`config.mk`:
```
export PLATFORM = sky130hd
export DESIGN_NAME = i2c_slave_regfile
export DESIGN_NICKNAME = d
export VERILOG_FILES = /design/src/rtl/i2c_slave_regfile_pkg.sv /design/src/rtl/i2c_slave_regfile_line_sync.sv /design/src/rtl/i2c_slave_regfile.sv
export SDC_FILE = /design/constraint.sdc
export NUM_CORES = 2
export LEC_CHECK = 0
export BUFFER_PORTS_ARGS = -buffer_cell sky130_fd_sc_hd__buf_4
export CORE_ASPECT_RATIO = 1.1
export CORE_UTILIZATION = 55
export DETAILED_ROUTE_END_ITERATION = 7
export GPL_TIMING_DRIVEN = 1
export PLACE_DENSITY = 0.71
export SLEW_MARGIN = 40
export SYNTH_ARGS = -nofsm -noshare
export SYNTH_HDL_FRONTEND = slang
export SYNTH_SLANG_ARGS = --single-unit
```
`constraint.sdc`:
```
create_clock -name clk -period 8.8 [get_ports clk]
set_input_delay 1.32 -clock clk [delete_from_list [all_inputs] [get_ports clk]]
set_output_delay 1.32 -clock clk [all_outputs]
set_load 0.01 [all_outputs]
```
`src/rtl/i2c_slave_regfile_pkg.sv`:
```
// Shared types for the I2C responder: FSM state encoding, R/W bit values and bit-counter marks.
package i2c_slave_regfile_pkg;

  localparam int STATE_W = 4;

  // state        | meaning
  // ST_IDLE      | bus idle, waiting for START
  // ST_ADDR      | shifting in device address + R/W
  // ST_ACK_ADDR  | driving ACK for our address
  // ST_SUBADDR   | shifting in register pointer
  // ST_ACK_SUB   | driving ACK for the pointer byte
  // ST_WDATA     | shifting in a write data byte
  // ST_ACK_DATA  | driving ACK for the data byte
  // ST_READ      | shifting out regfile[pointer], then sampling master ACK
  // ST_WAIT_STOP | not addressed or NACKed; ignore bus until START/STOP
  typedef enum logic [STATE_W-1:0] {
    ST_IDLE, ST_ADDR, ST_ACK_ADDR, ST_SUBADDR, ST_ACK_SUB,
    ST_WDATA, ST_ACK_DATA, ST_READ, ST_WAIT_STOP
  } state_t;

  localparam logic RW_WRITE = 1'b0;
  localparam logic RW_READ  = 1'b1;

  localparam logic [3:0] BIT_LAST     = 4'd7;
  localparam logic [3:0] BIT_ACK      = 4'd8;
  localparam logic [3:0] BIT_ACK_DONE = 4'd9;

endpackage

```
`src/rtl/i2c_slave_regfile_line_sync.sv`:
```
// Two-flop synchronizer plus rise/fall detect for one I2C line.
// I2C_SLAVE_GLITCH_FILTER_EN adds a 3-sample majority filter that drops 1-clk pulses.
module i2c_slave_regfile_line_sync (
  input  logic clk,
  input  logic rst,
  input  logic line_raw,
  output logic level,
  output logic rise,
  output logic fall
);

  logic [1:0] sync_q;
  logic       level_q;

  // Lines idle high, so reset to 1 to avoid a phantom edge after reset.
  always_ff @(posedge clk) begin
    if (rst) sync_q <= 2'b11;
    else     sync_q <= {sync_q[0], line_raw};
  end

`ifdef I2C_SLAVE_GLITCH_FILTER_EN
  logic [1:0] hist_q;
  logic       filt_q;

  always_ff @(posedge clk) begin
    if (rst) begin
      hist_q <= 2'b11;
      filt_q <= 1'b1;
    end else begin
      hist_q <= {hist_q[0], sync_q[1]};
      filt_q <= (sync_q[1] & hist_q[0]) | (sync_q[1] & hist_q[1]) | (hist_q[0] & hist_q[1]);
    end
  end

  assign level = filt_q;
`else
  assign level = sync_q[1];
`endif

  always_ff @(posedge clk) begin
    if (rst) level_q <= 1'b1;
    else     level_q <= level;
  end

  assign rise = level & ~level_q;
  assign fall = ~level & level_q;

endmodule

```
`src/rtl/i2c_slave_regfile.sv`:
```
// I2C responder with 2**ADDR_W x 8 register file: sub-address writes, repeated-START reads, auto-increment.
// Optional input glitch filter: define I2C_SLAVE_GLITCH_FILTER_EN.
module i2c_slave_regfile
  import i2c_slave_regfile_pkg::*;
#(
  parameter logic [6:0] SLAVE_ADDR = 7'h76,
  parameter int         ADDR_W     = 8
) (
  input  logic              clk,
  input  logic              rst,
  input  logic              scl_i,
  input  logic              sda_i,
  output logic              sda_oe,
  output logic              reg_wr_valid,
  output logic [ADDR_W-1:0] reg_wr_addr,
  output logic [7:0]        reg_wr_data,
  input  logic [ADDR_W-1:0] host_rd_addr,
  output logic [7:0]        host_rd_data
);

  localparam int REG_COUNT = 2**ADDR_W;

  logic scl, scl_rise, scl_fall;
  logic sda, sda_rise, sda_fall;

  i2c_slave_regfile_line_sync u_scl_sync (
    .clk(clk), .rst(rst), .line_raw(scl_i), .level(scl), .rise(scl_rise), .fall(scl_fall)
  );
  i2c_slave_regfile_line_sync u_sda_sync (
    .clk(clk), .rst(rst), .line_raw(sda_i), .level(sda), .rise(sda_rise), .fall(sda_fall)
  );

  state_t            state, state_nxt;
  logic [3:0]        bit_cnt, bit_cnt_nxt;
  logic [7:0]        shift, shift_nxt;
  logic [ADDR_W-1:0] ptr, ptr_nxt;
  logic              oe_nxt, wr_en;
  logic [7:0]        rx_byte;
  logic [7:0]        regs [REG_COUNT];

  logic start_det, stop_det;
  assign start_det = sda_fall & scl;
  assign stop_det  = sda_rise & scl;
  assign rx_byte   = {shift[6:0], sda};

  always_ff @(posedge clk) begin
    if (rst) begin
      state        <= ST_IDLE;
      bit_cnt      <= '0;
      shift        <= '0;
      ptr          <= '0;
      sda_oe       <= 1'b0;
      reg_wr_valid <= 1'b0;
      reg_wr_addr  <= '0;
      reg_wr_data  <= '0;
    end else begin
      state        <= state_nxt;
      bit_cnt      <= bit_cnt_nxt;
      shift        <= shift_nxt;
      ptr          <= ptr_nxt;
      sda_oe       <= oe_nxt;
      reg_wr_valid <= wr_en;
      if (wr_en) begin
        reg_wr_addr <= ptr;
        reg_wr_data <= rx_byte;
      end
    end
  end

  always_comb begin
    state_nxt   = state;
    bit_cnt_nxt = bit_cnt;
    shift_nxt   = shift;
    ptr_nxt     = ptr;
    oe_nxt      = sda_oe;
    wr_en       = 1'b0;
    if (start_det) begin
      state_nxt   = ST_ADDR;
      bit_cnt_nxt = '0;
      oe_nxt      = 1'b0;
    end else if (stop_det) begin
      state_nxt   = ST_IDLE;
      bit_cnt_nxt = '0;
      oe_nxt      = 1'b0;
    end else begin
      case (state)
        ST_ADDR, ST_SUBADDR, ST_WDATA: begin
          if (scl_rise) begin
            shift_nxt   = rx_byte;
            bit_cnt_nxt = bit_cnt + 4'd1;
            if (bit_cnt == BIT_LAST) begin
              if (state == ST_ADDR) begin
                state_nxt = (rx_byte[7:1] == SLAVE_ADDR) ? ST_ACK_ADDR : ST_WAIT_STOP;
              end else if (state == ST_SUBADDR) begin
                ptr_nxt   = rx_byte[ADDR_W-1:0];
                state_nxt = ST_ACK_SUB;
              end else begin
                wr_en     = 1'b1;
                ptr_nxt   = ptr + 1'b1;
                state_nxt = ST_ACK_DATA;
              end
            end
          end
        end
        // bit_cnt = 8: waiting for the 8th fall to start driving; 9: ACK clock seen, release on its fall.
        ST_ACK_ADDR, ST_ACK_SUB, ST_ACK_DATA: begin
          if (scl_rise) begin
            bit_cnt_nxt = BIT_ACK_DONE;
          end else if (scl_fall) begin
            if (bit_cnt == BIT_ACK) begin
              oe_nxt = 1'b1;
            end else begin
              bit_cnt_nxt = '0;
              oe_nxt      = 1'b0;
              state_nxt   = ST_WDATA;
              if (state == ST_ACK_ADDR) begin
                case (shift[0])
                  RW_WRITE: state_nxt = ST_SUBADDR;
                  RW_READ: begin
                    state_nxt = ST_READ;
                    shift_nxt = regs[ptr];
                    oe_nxt    = ~regs[ptr][7];
                  end
                endcase
              end
            end
          end
        end
        ST_READ: begin
          if (scl_rise) begin
            if (bit_cnt == BIT_ACK) begin
              if (!sda) begin
                ptr_nxt     = ptr + 1'b1;
                bit_cnt_nxt = BIT_ACK_DONE;
              end else begin
                state_nxt = ST_WAIT_STOP;
              end
            end else begin
              bit_cnt_nxt = bit_cnt + 4'd1;
            end
          end else if (scl_fall) begin
            if (bit_cnt == BIT_ACK_DONE) begin
              bit_cnt_nxt = '0;
              shift_nxt   = regs[ptr];
              oe_nxt      = ~regs[ptr][7];
            end else if (bit_cnt == BIT_ACK) begin
              oe_nxt = 1'b0;
            end else if (bit_cnt != 4'd0) begin
              shift_nxt = {shift[6:0], 1'b0};
              oe_nxt    = ~shift[6];
            end
          end
        end
        ST_IDLE, ST_WAIT_STOP: ;
        default: state_nxt = ST_IDLE;
      endcase
    end
  end

  always_ff @(posedge clk) begin
    if (rst) begin
      for (int i = 0; i < REG_COUNT; i++) regs[i] <= 8'h00;
    end else if (wr_en) begin
      regs[ptr] <= rx_byte;
    end
  end

  // Read-before-write: a same-cycle I2C write to host_rd_addr returns the old byte.
  always_ff @(posedge clk) begin
    if (rst) host_rd_data <= 8'h00;
    else     host_rd_data <= regs[host_rd_addr];
  end

endmodule
```
==> impl_metrics.csv <==
group,metric,value,unit
status,outcome,"complete, no violations",
clock_network,clockBufferDepth,3,
clock_network,hold_buffers,0,
worst_setup_path,startpoint_type,"input pin",
drt,firstDrtPassIters,7,
drt,via_per_inst,7.53,
grt,antenna_found_initial,13,
worst_setup_path,endpoint_kind,"flop",
worst_setup_path,worstSetupPathType,"input pin to flop",
worst_setup_path,path_max_fanout,79,
drt,drt_drc_violations_left,0,
yosys,yosys.area_share.simple,9.51,%
run,cap_violations,0,
worst_setup_path,path_cells,"buf_8 > buf_12 > buf_12 > mux4_2 > a22o_1 > a221oi_1 > o221ai_1 > a22oi_1 > a21oi_1",
clock_network,clk_latency,0.89,ns
clock_network,cts_setup_buffers,0,
yosys,synth_flop_cell,"edfxtp_1",
yosys,yosys-mux-area-fraction,21.7,%
yosys,yosysWarnings,0,
clock_network,post_cts_resized,0,
sta,slew_headroom,27.1,%
yosys,synth_top_family_by_area,"multiplexers",
pwr,power_density,191,nW/um2
clock_network,htree_num_levels,4,
yosys,synth_area_per_cell,14.0,um2
yosys,synthesis.area,108000,um2
placed_design,portBuffers,37,
grt,grt.overflow.total,0,
worst_setup_path,worst_path_max_delay_cell,"a22oi_1",
worst_setup_path,rr_worst_depth,10,
floorplanning,coreArea,195000,um2
worst_setup_path,path_common_cell,"buf_12",
sta,finalCritPeriodShare,60.4,%
pwr,ir_worst_vdd,0.190,mV
floorplanning,die_h,467,um
clock_network,cts_tree,"yes",
drt,post_drt_wl_per_cell,37.5,um
yosys,ys_seq_area_share,58.1,%
yosys,yosys-top-cells-count,"2147 x nor2_1, 2048 x edfxtp_1, 1002 x mux4_2",
sta,grt_setup_unrepaired,"no",
floorplanning,die_w,425,um
sta,tightest_slew,1.08,ns
grt,grt_start_max_net_pins,115,
sta,fmax,188,MHz
drt,drt_iter0_markers,13500,
drt,num_vias,76100,
pwr,power_leakage,35.9,nW
grt,grt_util_all_layers,37.9,%
placed_design,place_congestion,0.991,
floorplanning,core.rowCount,170,
sta,tns,0,ns
yosys,yosys.area_share.adder,0.104,%
worst_setup_path,crit_required,9.51,ns
yosys,synth-xor-area-share,0.00811,%
min_path,min_path_cells,1,
layout,area_growth,8.48,%
grt,grt_pass1_wl,531,mm
yosys,synth_edf_count,2048,
clock_network,clock-sinks,2111,
yosys,yosys_register_bits,2111,
pwr,finalPower,22.4,mW
floorplanning,die_area,198000,um2
worst_setup_path,cp_data_arrival_time,6.03,ns
clock_network,clkSlewWorstSetupHoldPaths,0.06,ns
layout,drive_gt1_share,22.7,%
yosys,synth_most_common_cell,"nor2_1",
layout,fillers,14500,
yosys,synth_compound_area_share,7.19,%
drt,ant_nets,0,
sta,final-max-slew-violation-count,0,
yosys,yosys.area.top_type,"edfxtp_1",
placed_design,pre_cts_ws,2.83,ns
layout,register_area,62800,um2
yosys,synthDistinctLibCells,66,
placed_design,hpwl,233,mm
layout,multi_input_area,42200,um2
yosys,synthArstFlopShare,0,%
worst_setup_path,critPathMaxStageDelay,0.79,ns
yosys,synth_top_area_share,56.9,%
sta,setup_ws,3.48,ns
layout,finalNetCount,7361,
sta,fin_skew,0.0449,ns
clock_network,root_buffer,"clkbuf_16",
grt,grt_pass1_vias,73800,
floorplanning,start_util,55.4,%
yosys,synth_area_leaders,"edfxtp_1 57%, mux4_2 21%, nor2_1 7.5%",
yosys,synthCells,7728,
sta,finalHoldViolCount,0,
sta,finalSetupViolations,0,
sta,post-route-min-period,5.32,ns
yosys,synthesis.nets,7749,
min_path,hold_class,"flop to flop",
floorplanning,io_pins,38,
clock_network,numCtsBuffers,204,
drt,wl,379,mm
==> state kept, by name, summed over array words and instances, names as in the netlist, named ones only <==
name                flops
regs                 2048
host_rd_data            8
ptr                     8
reg_wr_addr             8
reg_wr_data             8
shift                   7
bit_cnt                 4
state                   4
u_scl_sync.sync_q       2
u_sda_sync.sync_q       2
reg_wr_valid            1
sda_oe                  1
u_scl_sync.level_q      1
u_sda_sync.level_q      1
==> worst max-delay path, delay by kind of cell <==
family / cells / cell delay [ns]
multiplexers: 1 / 0.60
buffers and inverters: 3 / 1.37
AO/OA/AOI/OAI: 5 / 2.43
==> final cells by class <==
type	count	area share, %
Sequential cell	2111	53.6
Multi-Input combinational cell	4754	36.0
Clock buffer	251	4.55
Tap cell	2580	2.75
Timing Repair Buffer	255	2.08
Clock inverter	124	0.956
Inverter	14	0.0448
Antenna cell	14	0.0299
==> power breakdown <==
group | switching (mW) | internal [mW] | total, mW | leakage [nW]
registers | 0.314 | 11.5 | 11.8 | 20.5
logic | 1.14 | 0.735 | 1.87 | 12.3
clock network | 3.99 | 4.73 | 8.71 | 3.15
==> final timing paths <==
kind	startpoint	to	slack, ns
worst max-delay path	host_rd_addr[0]	host_rd_data[2]	3.48
worst max register to register	flop	shift[3]	3.71
worst min register to register	u_sda_sync.sync_q[0]	u_sda_sync.sync_q[1]	0.41
worst min-delay path	u_sda_sync.sync_q[0]	u_sda_sync.sync_q[1]	0.41
==> kinds of logic (layout without fill, tap and decap cells) <==
logic type	Yosys count	after routing
flops	2111	2111
fa+ha+maj	9	9
mux	1093	1093
simple gates	2604	2604
buf+inv	863	644
xor+xnor	1	1
compound gates	1047	1047
other cells	0	14
==> cells in the final DEF, fill, tap and decap left out, types with 47 or more instances in the layout <==
master	synthesis	layout
a21o_1	181	181
a21oi_1	108	108
a221oi_1	74	72
a22o_1	74	74
a22oi_1	371	371
buf_4	16	192
clkbuf_16	0	204
clkinv_1	0	51
dfxtp_1	63	48
edfxtp_1	2048	2048
mux2i_1	87	87
mux4_2	1002	1002
nand2_1	290	285
nor2_1	2147	2131
o21bai_2	0	47
==> per-layer routing <==
| metal | track usage (%) | part of all wire [%] |
|---|---|---|
| met2 | 55.9 | 44 |
| met3 | 12.4 | 16 |
| met1 | 47.4 | 31 |
| met4 | 26.8 | 8.5 |
| met5 | 0.0725 | 0.035 |
==> metrics by stage <==
step	std cells	util, %	hold slack, ns	instance area, um2
3_5_place_dp	9702	56.6	0.395	110000
3_3_place_gp	9685	56.4	0.398	110000
5_1_grt	10100	60.1	0.416	117000
6_report	10100	60.1	0.409	117000
2_1_floorplan	7728	-	0.389	108000
4_1_cts	10100	59.9	0.409	117000
Power figures use the tool's default switching activity.
